--- src/rtl/blink_pattern_receiver.sv ---
// Receiver for the tickspeed_blinker LED line: samples one bit per tick period at
// mid-period after a START strobe and rebuilds the MSB-first blink pattern.
module blink_pattern_receiver #(
   parameter int TICK_RATE     = 100,
   parameter int MESSAGE_WIDTH = 32
) (
   input  logic                             CLK,
   input  logic                             RST_N,
   input  logic                             LED_IN,
   input  logic                             START,
   output logic [MESSAGE_WIDTH-1:0]         pattern,
   output logic                             VALID,
   output logic                             FRAME_ERR,
   output logic                             BUSY,
   output logic [$clog2(MESSAGE_WIDTH)-1:0] bit_index
);

   localparam int TW = $clog2(TICK_RATE);
   localparam int BW = $clog2(MESSAGE_WIDTH);

   localparam logic [TW-1:0] SAMPLE_PT = TW'(TICK_RATE / 2);
   localparam logic [TW-1:0] TICK_LAST = TW'(TICK_RATE - 1);
   localparam logic [BW-1:0] BIT_LAST  = BW'(MESSAGE_WIDTH - 1);

   typedef enum logic [0:0] {
      ST_IDLE = 1'b0,
      ST_RECV = 1'b1
   } state_t;

   state_t                   r_state;
   logic [TW-1:0]            r_tick_cnt;
   logic [BW-1:0]            r_bit_cnt;
   logic [MESSAGE_WIDTH-1:0] r_sr;
   logic [MESSAGE_WIDTH-1:0] r_pattern;
   logic                     r_valid;
   logic                     r_frame_err;
   logic                     r_busy;

   state_t                   w_state_nxt;
   logic [TW-1:0]            w_tick_nxt;
   logic [BW-1:0]            w_bit_nxt;
   logic [MESSAGE_WIDTH-1:0] w_sr_smp;
   logic [MESSAGE_WIDTH-1:0] w_sr_nxt;
   logic                     w_load;
   logic                     w_valid_nxt;
   logic                     w_ferr_nxt;

   // Next-state, counter and shift-register decode for the receive FSM.
   always_comb begin
      w_state_nxt = r_state;
      w_tick_nxt  = r_tick_cnt;
      w_bit_nxt   = r_bit_cnt;
      w_sr_smp    = r_sr;
      w_sr_nxt    = r_sr;
      w_load      = 1'b0;
      w_valid_nxt = 1'b0;
      w_ferr_nxt  = 1'b0;

      case (r_state)
         ST_IDLE: begin
            w_tick_nxt = {TW{1'b0}};
            w_bit_nxt  = {BW{1'b0}};
            if (START) begin
               w_state_nxt = ST_RECV;
            end else begin
               w_state_nxt = ST_IDLE;
            end
         end

         ST_RECV: begin
            // With TICK_RATE==2 the sample point is also the last tick, so the
            // end-of-frame load uses the freshly sampled value, not r_sr.
            if (r_tick_cnt == SAMPLE_PT) begin
               w_sr_smp = {r_sr[MESSAGE_WIDTH-2:0], LED_IN};
            end else begin
               w_sr_smp = r_sr;
            end

            if (r_tick_cnt == TICK_LAST) begin
               w_tick_nxt = {TW{1'b0}};
               w_bit_nxt  = r_bit_cnt + BW'(1);
            end else begin
               w_tick_nxt = r_tick_cnt + TW'(1);
               w_bit_nxt  = r_bit_cnt;
            end

            if ((r_tick_cnt == TICK_LAST) && (r_bit_cnt == BIT_LAST)) begin
               w_load      = 1'b1;
               w_valid_nxt = 1'b1;
               w_bit_nxt   = {BW{1'b0}};
               w_sr_nxt    = {MESSAGE_WIDTH{1'b0}};
               if (START) begin
                  w_state_nxt = ST_RECV;
               end else begin
                  w_state_nxt = ST_IDLE;
               end
            end else if (START) begin
               w_ferr_nxt  = 1'b1;
               w_tick_nxt  = {TW{1'b0}};
               w_bit_nxt   = {BW{1'b0}};
               w_sr_nxt    = {MESSAGE_WIDTH{1'b0}};
               w_state_nxt = ST_RECV;
            end else begin
               w_sr_nxt    = w_sr_smp;
               w_state_nxt = ST_RECV;
            end
         end

         default: begin
            w_state_nxt = ST_IDLE;
            w_tick_nxt  = {TW{1'b0}};
            w_bit_nxt   = {BW{1'b0}};
            w_sr_nxt    = {MESSAGE_WIDTH{1'b0}};
         end
      endcase
   end

   // State, counters, shift register and registered outputs.
   always_ff @(posedge CLK or negedge RST_N) begin
      if (!RST_N) begin
         r_state     <= ST_IDLE;
         r_tick_cnt  <= {TW{1'b0}};
         r_bit_cnt   <= {BW{1'b0}};
         r_sr        <= {MESSAGE_WIDTH{1'b0}};
         r_pattern   <= {MESSAGE_WIDTH{1'b0}};
         r_valid     <= 1'b0;
         r_frame_err <= 1'b0;
         r_busy      <= 1'b0;
      end else begin
         r_state     <= w_state_nxt;
         r_tick_cnt  <= w_tick_nxt;
         r_bit_cnt   <= w_bit_nxt;
         r_sr        <= w_sr_nxt;
         if (w_load) begin
            r_pattern <= w_sr_smp;
         end else begin
            r_pattern <= r_pattern;
         end
         r_valid     <= w_valid_nxt;
         r_frame_err <= w_ferr_nxt;
         r_busy      <= (w_state_nxt == ST_RECV);
      end
   end

   assign pattern   = r_pattern;
   assign VALID     = r_valid;
   assign FRAME_ERR = r_frame_err;
   assign BUSY      = r_busy;
   assign bit_index = r_bit_cnt;

endmodule

--- config.mk ---
export PLATFORM = sky130hd
export DESIGN_NAME = blink_pattern_receiver
export DESIGN_NICKNAME = d
export VERILOG_FILES = /design/src/rtl/blink_pattern_receiver.sv
export SDC_FILE = /design/constraint.sdc
export NUM_CORES = 1
export LEC_CHECK = 0
export BUFFER_PORTS_ARGS = -buffer_cell sky130_fd_sc_hd__buf_2
export CORE_MARGIN = 5
export CORE_UTILIZATION = 43
export DETAILED_ROUTE_END_ITERATION = 7
export SLEW_MARGIN = 20
export SYNTH_ARGS = -nofsm -noshare
export SYNTH_HDL_FRONTEND = slang
export SYNTH_SLANG_ARGS = --single-unit
--- constraint.sdc ---
create_clock -name CLK -period 3.4 [get_ports CLK]
set_input_delay 0.17 -clock CLK [delete_from_list [all_inputs] [get_ports CLK]]
set_output_delay 0.17 -clock CLK [all_outputs]
set_load 0.02 [all_outputs]
==> impl_metrics.py, run 1 <==
metrics = {
    "sta": {
        "setup_viol": 0,
        "fmax_mhz": 423,
        "fin_skew_ns": 0.0141,
        "post-route-period-util": 0.695,
        "rsz0062_at_grt": "false",
        "relSlewSlack": 0.334,
        "min_period_ns": 2.36,
        "maxSlewViolCount": 0,
        "finalHoldViolations": 0,
        "worstMarginPinSlew_ns": 1.00,
        "finalSetupTns_ns": 0,
    },
    "status": {
        "status": "complete, no violations",
    },
    "synthesis": {
        "seq_area_frac_synth": 0.487,
        "synth_cell_types": 31,
        "ys_ff_latch": 79,
        "synth_area_um2": 4060,
        "synthArstFlopShare": 1.00,
        "ys.flop_type": "dfrtp_1",
        "synth.area.top_cells": "dfrtp_1, mux2i_1, o32a_1",
        "syn_area_per_cell_um2": 10.1,
        "synth.most_common_cell": "dfrtp_1",
        "synth.net_count": 411,
        "synth_top_area_cell": "dfrtp_1",
        "syn_inst": 403,
        "synth_warnings": 0,
        "synth_edf_count": 0,
        "yosys-top-cells-count": "dfrtp_1, inv_1, o21ai_0",
        "synth_top_area_share": 0.487,
    },
    "setup_path": {
        "path_cells": "ha_1, and3_1, ha_1, nand4b_1, nor2_4, buf_12, mux2i_1",
        "critical_path_buf_inv_count": 1,
        "cp-start-kind": "register",
        "worstReg2RegStart": "bit_index[0]",
        "rr_worst_depth": 7,
        "cpPeakStageDelay_ns": 0.56,
        "critPathMaxFanout": 18,
        "path_class": "register to register",
        "path_common_cell": "ha_1",
        "worstSetupEndpointType": "register",
        "r2r_setup_slack_ns": 1.04,
        "slowest_stage": "nor2_4",
        "required_ns": 3.67,
        "arrival_ns": 2.64,
        "crit_family": "simple AND/OR/NAND/NOR gates",
        "r2r_end": "pattern[29]",
    },
    "global_routing": {
        "grt_pass1_wl_um": 15000,
        "grtUsageTotal": 0.160,
        "grt_overflow": 0,
        "grt_max_degree": 80,
        "grt_antenna_before_repair": 0,
        "grt_pass1_vias": 3086,
    },
    "cts": {
        "cts_tree": "yes",
        "cts-root-buf": "clkbuf_8",
        "clockBufferDepth": 2,
        "insertion_delay_ns": 0.35,
        "clk_pin_slew_worst_paths_ns": 0.08,
        "h-tree-depth": 3,
        "cts.sinks": 79,
        "cts_buffers": 9,
    },
    "routing": {
        "route.met3.wl_um": 312,
        "drc": 0,
        "wl_met1_um": 4320,
        "totalWireLength_um": 8670,
        "ant_nets": 0,
        "via_count": 3040,
        "dr.max_layer_used": "met4",
        "wl_per_cell_um": 15.4,
        "viasPerCell": 5.39,
        "wl_met2_um": 3950,
        "first_pass_iters": 4,
        "drt-initial-drc-count": 187,
    },
    "finish": {
        "area_growth_pct": 13.1,
        "num_antenna_cells": 0,
        "nFillCells": 881,
        "drive_gt1_frac": 0.170,
        "fin_nets": 438,
    },
    "place": {
        "dp_hpwl_um": 5050,
        "place.gp.congestion": 0.778,
        "numPortBuffers": 43,
    },
    "pwr": {
        "leakagePower_nw": 1.81,
        "peakVddDrop_mv": 0.185,
        "powerDensity_nw_per_um2": 372,
        "power_w": 0.00171,
    },
    "floorplanning": {
        "core_area_um2": 9240,
        "ios": 44,
        "die_h_um": 107,
        "rows": 35,
        "dieArea_um2": 11500,
        "die_x_um": 107,
        "initial_core_util": 0.439,
    },
    "worst_hold_path": {
        "hold_depth": 4,
        "worstHoldEndpoint": "r_sr[0]",
        "min_path_type": "input pin to register",
        "hold_path_startpoint": "LED_IN",
    },
    "run": {
        "maxCapViolations": 0,
    },
}
[per-stage QoR]
stage | util | setup WS [ns] | hold WS [ns] | instances | area [um2]
finish | 0.497 | 1.04 | 0.242 | 564 | 4590
global route | 0.497 | 0.837 | 0.244 | 564 | 4590
CTS | 0.496 | 0.980 | 0.0299 | 563 | 4580
detailed placement | 0.474 | 0.977 | 0.420 | 547 | 4380
global placement | 0.474 | 1.07 | 0.411 | 547 | 4380
floorplan | - | 1.28 | -0.126 | 403 | 4060
[cell type report]
class	count	area (um2)	area share
flip-flops and latches	79	1980	0.431
clock buffers	11	141	0.0308
well taps	129	161	0.0351
inverters	66	248	0.0539
repair buffers	53	312	0.0678
clock inverters	5	57.6	0.0125
multi-input cells	221	1700	0.369
[worst min-delay path, delay by kind of cell]
| kind | cells | cell delay [ns] |
|---|---|---|
| AO/OA/AOI/OAI | 2 | 0.21 |
| buffers and inverters | 1 | 0.10 |
| AND/OR/NAND/NOR | 1 | 0.08 |
[sequential cells by signal, indices dropped and copies added, names as in the netlist]
register,cells
BUSY,1
FRAME_ERR,1
VALID,1
bit_index,5
pattern,32
r_sr,32
r_tick_cnt,7
[layout by cell type (no fill, tap or decap), drive strengths merged, types with 2 or more instances in the layout]
cell      count
nand2b        3
dfrtp        79
or3           2
and3          2
clkinvlp      3
nand3         3
clkbuf       11
o32a         31
buf          52
nor2          7
nand4b        3
o21bai        2
o21ai        39
inv          66
nand3b       34
or4           5
xor2          2
ha            4
a21oi         7
o31ai        34
mux2i        32
nand2         2
[cells by family after synthesis]
family / synth area share
buffers and inverters: 0.0989
muxes: 0.0789
AOI/OAI and AO/OA: 0.206
and+or+nand+nor: 0.111
adders and majority gates: 0.0123
xor gates and xnor gates: 0.00647
DFF: 0.487
[metal layers]
layer	up-vias	track usage
li1	1483	-
met5	-	0
met2	60	0.252
met3	8	0.0331
met4	0	0.0466
met1	1489	0.222
[timing repair]
item | in CTS | in global routing
hold buffers | 0 | 1
gates resized for setup | 0 | 0
setup buffers | 0 | 0
hold endpoints to repair | 0 | 79
[how the worst max path moves through the flow]
| stage | startpoint | endpoint | slack, ns | depth (start not counted) |
|---|---|---|---|---|
| 3_3_place_gp | bit_index[0] | pattern[0] | 1.07 | 7 |
| 5_1_grt | bit_index[0] | pattern[11] | 0.84 | 7 |
| 3_5_place_dp | bit_index[0] | pattern[29] | 0.98 | 7 |
| 4_1_cts | bit_index[0] | pattern[29] | 0.98 | 7 |
| 6_report | bit_index[0] | pattern[29] | 1.04 | 7 |
| 2_1_floorplan | bit_index[0] | pattern[10] | 1.28 | 7 |
[where the power goes]
group | leakage [nW] | total (W) | switching, W | internal, W
clock | 0.0916 | 0.000710 | 0.000351 | 0.000359
combinational | 0.627 | 0.0000544 | 0.0000379 | 0.0000165
sequential | 1.09 | 0.000946 | 0.00000424 | 0.000942
total | 1.81 | 0.00171 | 0.000393 | 0.00132
Note: power is estimated with default switching activity, not from simulation.
==> run 2, diff against run 1 <==
==> constraint.sdc (replaced) <==
create_clock -name CLK -period 2.2 [get_ports CLK]
set_input_delay 0.11 -clock CLK [delete_from_list [all_inputs] [get_ports CLK]]
set_output_delay 0.11 -clock CLK [all_outputs]
set_load 0.02 [all_outputs]
==> impl_metrics.py, run 2 (same netlist as run 1, synthesis figures left out) <==
metrics = {
    "pwr": {
        "power_w": 0.00288,
        "leakagePower_nw": 1.88,
        "peakVddDrop_mv": 0.287,
        "powerDensity_nw_per_um2": 611,
    },
    "place": {
        "dp_hpwl_um": 5240,
        "pre_cts_ws_ns": 0.221,
        "place_inst": 551,
        "numPortBuffers": 43,
        "place.gp.congestion": 0.752,
    },
    "finish": {
        "num_antenna_cells": 0,
        "drive_gt1_frac": 0.180,
        "final_common_cell": "dfrtp_1",
        "mostFrequentLayoutCells": "dfrtp_1, inv_1, buf_2",
        "fin_nets": 442,
        "area_growth_pct": 16.2,
        "ff_latch_area_um2": 1980,
        "layout.cells.non_filler": 568,
        "nFillCells": 846,
        "multi_input_area_um2": 1700,
    },
    "floorplanning": {
        "initial_core_util": 0.439,
        "dieArea_um2": 11500,
        "die_h_um": 107,
        "die_x_um": 107,
        "core_area_um2": 9240,
        "ios": 44,
        "rows": 35,
    },
    "sta": {
        "maxSlewViolCount": 0,
        "rsz0062_at_grt": "false",
        "min_period_ns": 1.96,
        "finalHoldViolations": 0,
        "worstMarginPinSlew_ns": 0.773,
        "fmax_mhz": 509,
        "setup_ws_ns": 0.236,
        "relSlewSlack": 0.485,
        "finalSetupTns_ns": 0,
        "setup_viol": 0,
        "fin_skew_ns": 0.0140,
        "post-route-period-util": 0.893,
    },
    "cts": {
        "clk_pin_slew_worst_paths_ns": 0.09,
        "clockBufferDepth": 2,
        "cts-root-buf": "clkbuf_8",
        "cts_tree": "yes",
        "cts.sinks": 79,
        "cts_buffers": 9,
        "h-tree-depth": 3,
        "insertion_delay_ns": 0.35,
    },
    "setup_path": {
        "arrival_ns": 2.19,
        "critical_path_buf_inv_count": 2,
        "cp-start-kind": "register",
        "required_ns": 2.42,
        "crit_family": "simple AND/OR/NAND/NOR gates",
        "path_class": "register to register",
        "worstSetupEndpointType": "register",
        "r2r_setup_slack_ns": 0.24,
        "slowest_stage": "or3b_2",
        "critPathMaxFanout": 40,
        "path_cells": "or3b_2, buf_12, o21bai_2, buf_4, o31ai_1",
        "cpPeakStageDelay_ns": 0.64,
    },
    "global_routing": {
        "grt_antenna_before_repair": 0,
        "grt_pass1_vias": 2940,
        "use_met2": 0.243,
        "grt_overflow": 0,
        "grt_max_degree": 63,
        "met3_usage": 0.0253,
        "busiest_layer": "met2",
        "grtUsageTotal": 0.156,
        "grt_pass1_wl_um": 14600,
        "met1_usage": 0.218,
    },
    "routing": {
        "via_count": 3024,
        "drc": 0,
        "wl_per_cell_um": 15.3,
        "totalWireLength_um": 8680,
        "drt-initial-drc-count": 123,
        "first_pass_iters": 6,
        "ant_nets": 0,
        "viasPerCell": 5.32,
    },
    "run": {
        "maxCapViolations": 0,
    },
    "worst_hold_path": {
        "min_path_type": "input pin to register",
    },
    "status": {
        "status": "complete, no violations",
    },
}
run 2: final cells by class:
type | count | share of cell area
multi-input combinational | 221 | 0.360
tap | 129 | 0.0342
clock buffer | 11 | 0.0300
sequential | 79 | 0.419
inverter | 66 | 0.0525
timing repair buffer | 57 | 0.0822
clock inverter | 5 | 0.0220
run 2: metal layers:
| metal | share of wire | vias up |
|---|---|---|
| met2 | 0.46 | 58 |
| met3 | 0.035 | 8 |
| met1 | 0.50 | 1461 |
| li1 | - | 1497 |
| met5 | 0 | - |
| met4 | 0.010 | 0 |
run 2: report_power, final:
part | internal [W] | switching, W
Sequential | 0.00146 | 0.00000605
Clock | 0.000788 | 0.000545
Combinational | 0.0000285 | 0.0000586
Total | 0.00227 | 0.000609
run 2: through the flow:
stage | utilization | area [um2] | hold WS [ns]
after floorplan | - | 4060 | -0.186
after global placement | 0.483 | 4460 | 0.252
after detailed placement | 0.483 | 4460 | 0.254
after CTS | 0.510 | 4720 | 0.167
after global routing | 0.511 | 4720 | 0.184
final | 0.511 | 4720 | 0.168
run 2: final timing paths:
check                              startpoint            end  cells after the start
worst max-delay path            r_tick_cnt[3]       r_sr[25]                      5
worst min-delay path                   LED_IN        r_sr[0]                      4
worst max register to register  r_tick_cnt[3]       r_sr[25]                      5
worst min register to register  r_tick_cnt[0]  r_tick_cnt[0]                      1
max in group asynchronous               RST_N       r_sr[22]                      3
min in group asynchronous               RST_N   bit_index[1]                      2
run 2: timing repair:
item | CTS | global route
endpoints found under the setup margin | 0 | 1
endpoints found under the hold margin | 60 | 0
resized for setup | 0 | 1
hold buffers | 1 | 0
setup buffers | 0 | 0
run 2: worst register-to-register path, stage by stage (launching register included):
cell and delay [ns]:
dfrtp_1 0.43, or3b_2 0.64, buf_12 0.24, o21bai_2 0.17, buf_4 0.27, o31ai_1 0.10
==> run 3, diff against run 2 <==
--- a/config.mk
+++ b/config.mk
@@ -5,6 +5,7 @@
 export SDC_FILE = /design/constraint.sdc
 export NUM_CORES = 1
 export LEC_CHECK = 0
+export ABC_AREA = 1
 export BUFFER_PORTS_ARGS = -buffer_cell sky130_fd_sc_hd__buf_2
 export CORE_MARGIN = 5
 export CORE_UTILIZATION = 43
==> impl_metrics.py, run 3 <==
metrics = {
    "routing": {
        "drc": 0,
        "via_count": 2993,
        "totalWireLength_um": 7740,
        "first_pass_iters": 4,
        "wl_per_cell_um": 12.6,
        "drt-initial-drc-count": 122,
        "viasPerCell": 4.87,
        "ant_nets": 0,
    },
    "status": {
        "status": "complete, no violations",
    },
    "cts": {
        "clk_pin_slew_worst_paths_ns": 0.08,
        "cts_buffers": 9,
        "insertion_delay_ns": 0.35,
        "ctsResizeCount": 0,
        "clockBufferDepth": 2,
        "cts.sinks": 79,
        "cts_tree": "yes",
        "cts-root-buf": "clkbuf_8",
        "h-tree-depth": 3,
    },
    "floorplanning": {
        "dieArea_um2": 10300,
        "rows": 33,
        "die_x_um": 102,
        "die_h_um": 102,
        "core_area_um2": 8220,
        "initial_core_util": 0.439,
        "ios": 44,
    },
    "sta": {
        "rsz0062_at_grt": "false",
        "worst_hold_slack_ns": 0.0389,
        "min_period_ns": 1.97,
        "finalHoldViolations": 0,
        "post-route-period-util": 0.896,
        "relSlewSlack": 0.744,
        "finalSetupTns_ns": 0,
        "maxSlewViolCount": 0,
        "setup_viol": 0,
        "worstMarginPinSlew_ns": 0.383,
        "fmax_mhz": 507,
        "fin_skew_ns": 0.00771,
    },
    "global_routing": {
        "grt_max_degree": 54,
        "grt_pass1_wl_um": 13500,
        "grt_antenna_before_repair": 0,
        "grtUsageTotal": 0.163,
        "grt_overflow": 0,
        "grt_pass1_vias": 2985,
    },
    "setup_path": {
        "worstReg2RegStart": "bit_index[1]",
        "worstSetupEndpointType": "register",
        "required_ns": 2.48,
        "critPathMaxFanout": 33,
        "arrival_ns": 2.25,
        "cp-start-kind": "register",
        "rr_worst_depth": 10,
        "path_class": "register to register",
        "r2r_end": "pattern[5]",
        "r2r_setup_slack_ns": 0.23,
    },
    "synthesis": {
        "syn_inst": 462,
        "synth_cell_types": 24,
        "seq_area_frac_synth": 0.548,
        "synth_top_area_share": 0.548,
        "ys_ff_latch": 79,
        "synth_area_um2": 3610,
        "synth.most_common_cell": "nand2_1",
        "yosys-top-cells-count": "nand2_1, dfrtp_1, nand3_1",
        "synth.area.top_cells": "dfrtp_1, nand2_1, nand3_1",
        "syn_area_per_cell_um2": 7.81,
        "ys.flop_type": "dfrtp_1",
        "synth_top_area_cell": "dfrtp_1",
        "synth.net_count": 470,
        "synth_edf_count": 0,
        "synth_warnings": 0,
        "synthArstFlopShare": 1.00,
    },
    "worst_hold_path": {
        "min_path_type": "input pin to register",
        "hold_path_startpoint": "START",
        "worstHoldEndpoint": "BUSY",
        "hold_depth": 3,
    },
    "pwr": {
        "clockPowerShare": 0.457,
        "peakVddDrop_mv": 0.301,
        "powerDensity_nw_per_um2": 683,
        "seq_power_share": 0.511,
        "pwr-share-comb": 0.032,
        "swShare": 0.201,
        "p_switching_w": 0.000575,
        "power_w": 0.00287,
        "intPower_w": 0.00229,
        "leakagePower_nw": 2.46,
    },
    "place": {
        "numPortBuffers": 43,
        "place.gp.congestion": 0.789,
        "dp_hpwl_um": 4920,
    },
    "finish": {
        "mostFrequentLayoutCells": "nand2_1, dfrtp_1, buf_2",
        "final_common_cell": "nand2_1",
        "fin_nets": 513,
        "area_growth_pct": 16.2,
        "drive_gt1_frac": 0.151,
        "num_antenna_cells": 0,
    },
    "run": {
        "maxCapViolations": 0,
    },
}
[run 3: cell count changes after synthesis, moves of 23 or more]
cell,previous run,this run
o21ai_0,39,2
o31ai_1,34,0
nand3_1,3,38
o32a_1,31,0
mux2i_1,32,0
clkbuf_1,30,7
inv_1,66,11
nand3b_1,34,0
nand2_1,2,271
[run 3: metal layers]
metal  up-vias  track usage  routed length (um)
met5         -            0                   0
met4         0       0.0634                  94
met1      1401        0.215                3690
li1       1517            -                   -
met3        10       0.0386                 308
met2        65        0.259                3650
[run 3: critical path, cell delays in order (launching register included)]
cell and delay (ns):
dfrtp_1 0.39, ha_1 0.19, and3_1 0.17, ha_1 0.21, inv_1 0.11, nor2_2 0.16
nand2_2 0.08, clkinv_2 0.04, buf_4 0.33, nand2_1 0.13, nand2_1 0.08
[run 3: power groups by stage]
| stage | clock, W | combinational [W] | sequential, W |
|---|---|---|---|
| after floorplan | 0 | 0.0000393 | 0.00149 |
| after global routing | 0.00140 | 0.000106 | 0.00146 |
| after detailed placement | 0 | 0.0000934 | 0.00149 |
| final | 0.00131 | 0.0000921 | 0.00146 |
| after global placement | 0 | 0.0000940 | 0.00149 |
| after CTS | 0.00135 | 0.0000952 | 0.00146 |
[run 3: what timing repair did]
item | in CTS | in global routing
setup endpoints to repair | 0 | 0
buffers inserted | 0 | 0
hold buffers | 1 | 0
hold endpoints to repair | 26 | 0
[run 3: kinds of logic (layout without fill, tap and decap cells)]
group	Yosys count	after routing	synth area share
AND/OR/NAND/NOR	334	334	0.373
flip-flops	79	79	0.548
buffers and inverters	35	82	0.0471
AO/OA/AOI/OAI	9	9	0.0159
adder cells (fa/ha/maj)	4	4	0.0139
XOR/XNOR	1	1	0.00243
[run 3: layout make-up]
type	count	area, um2
Inverter	13	50.0
Sequential cell	79	1980
Fill cell	813	4020
Tap cell	105	131
Multi-Input combinational cell	348	1460
Clock buffer	12	155
Timing Repair Buffer	54	328
Clock inverter	3	90.1
[run 3: how the worst max path moves through the flow]
stage                       from     endpoint  slack (ns)
finish              bit_index[1]   pattern[5]        0.23
global placement    bit_index[1]   pattern[6]        0.27
CTS                 bit_index[1]   pattern[6]        0.21
global route        bit_index[1]   pattern[5]        0.03
detailed placement  bit_index[1]   pattern[6]        0.24
floorplan           bit_index[0]  pattern[12]        0.37
[run 3: per-stage QoR]
stage	utilization	std cells	area, um2	worst slack, ns
after CTS	0.510	614	4190	0.209
after floorplan	-	462	3610	0.365
after global placement	0.479	598	3940	0.268
final	0.510	614	4190	0.229
after global routing	0.510	614	4190	0.0289
after detailed placement	0.479	598	3940	0.236
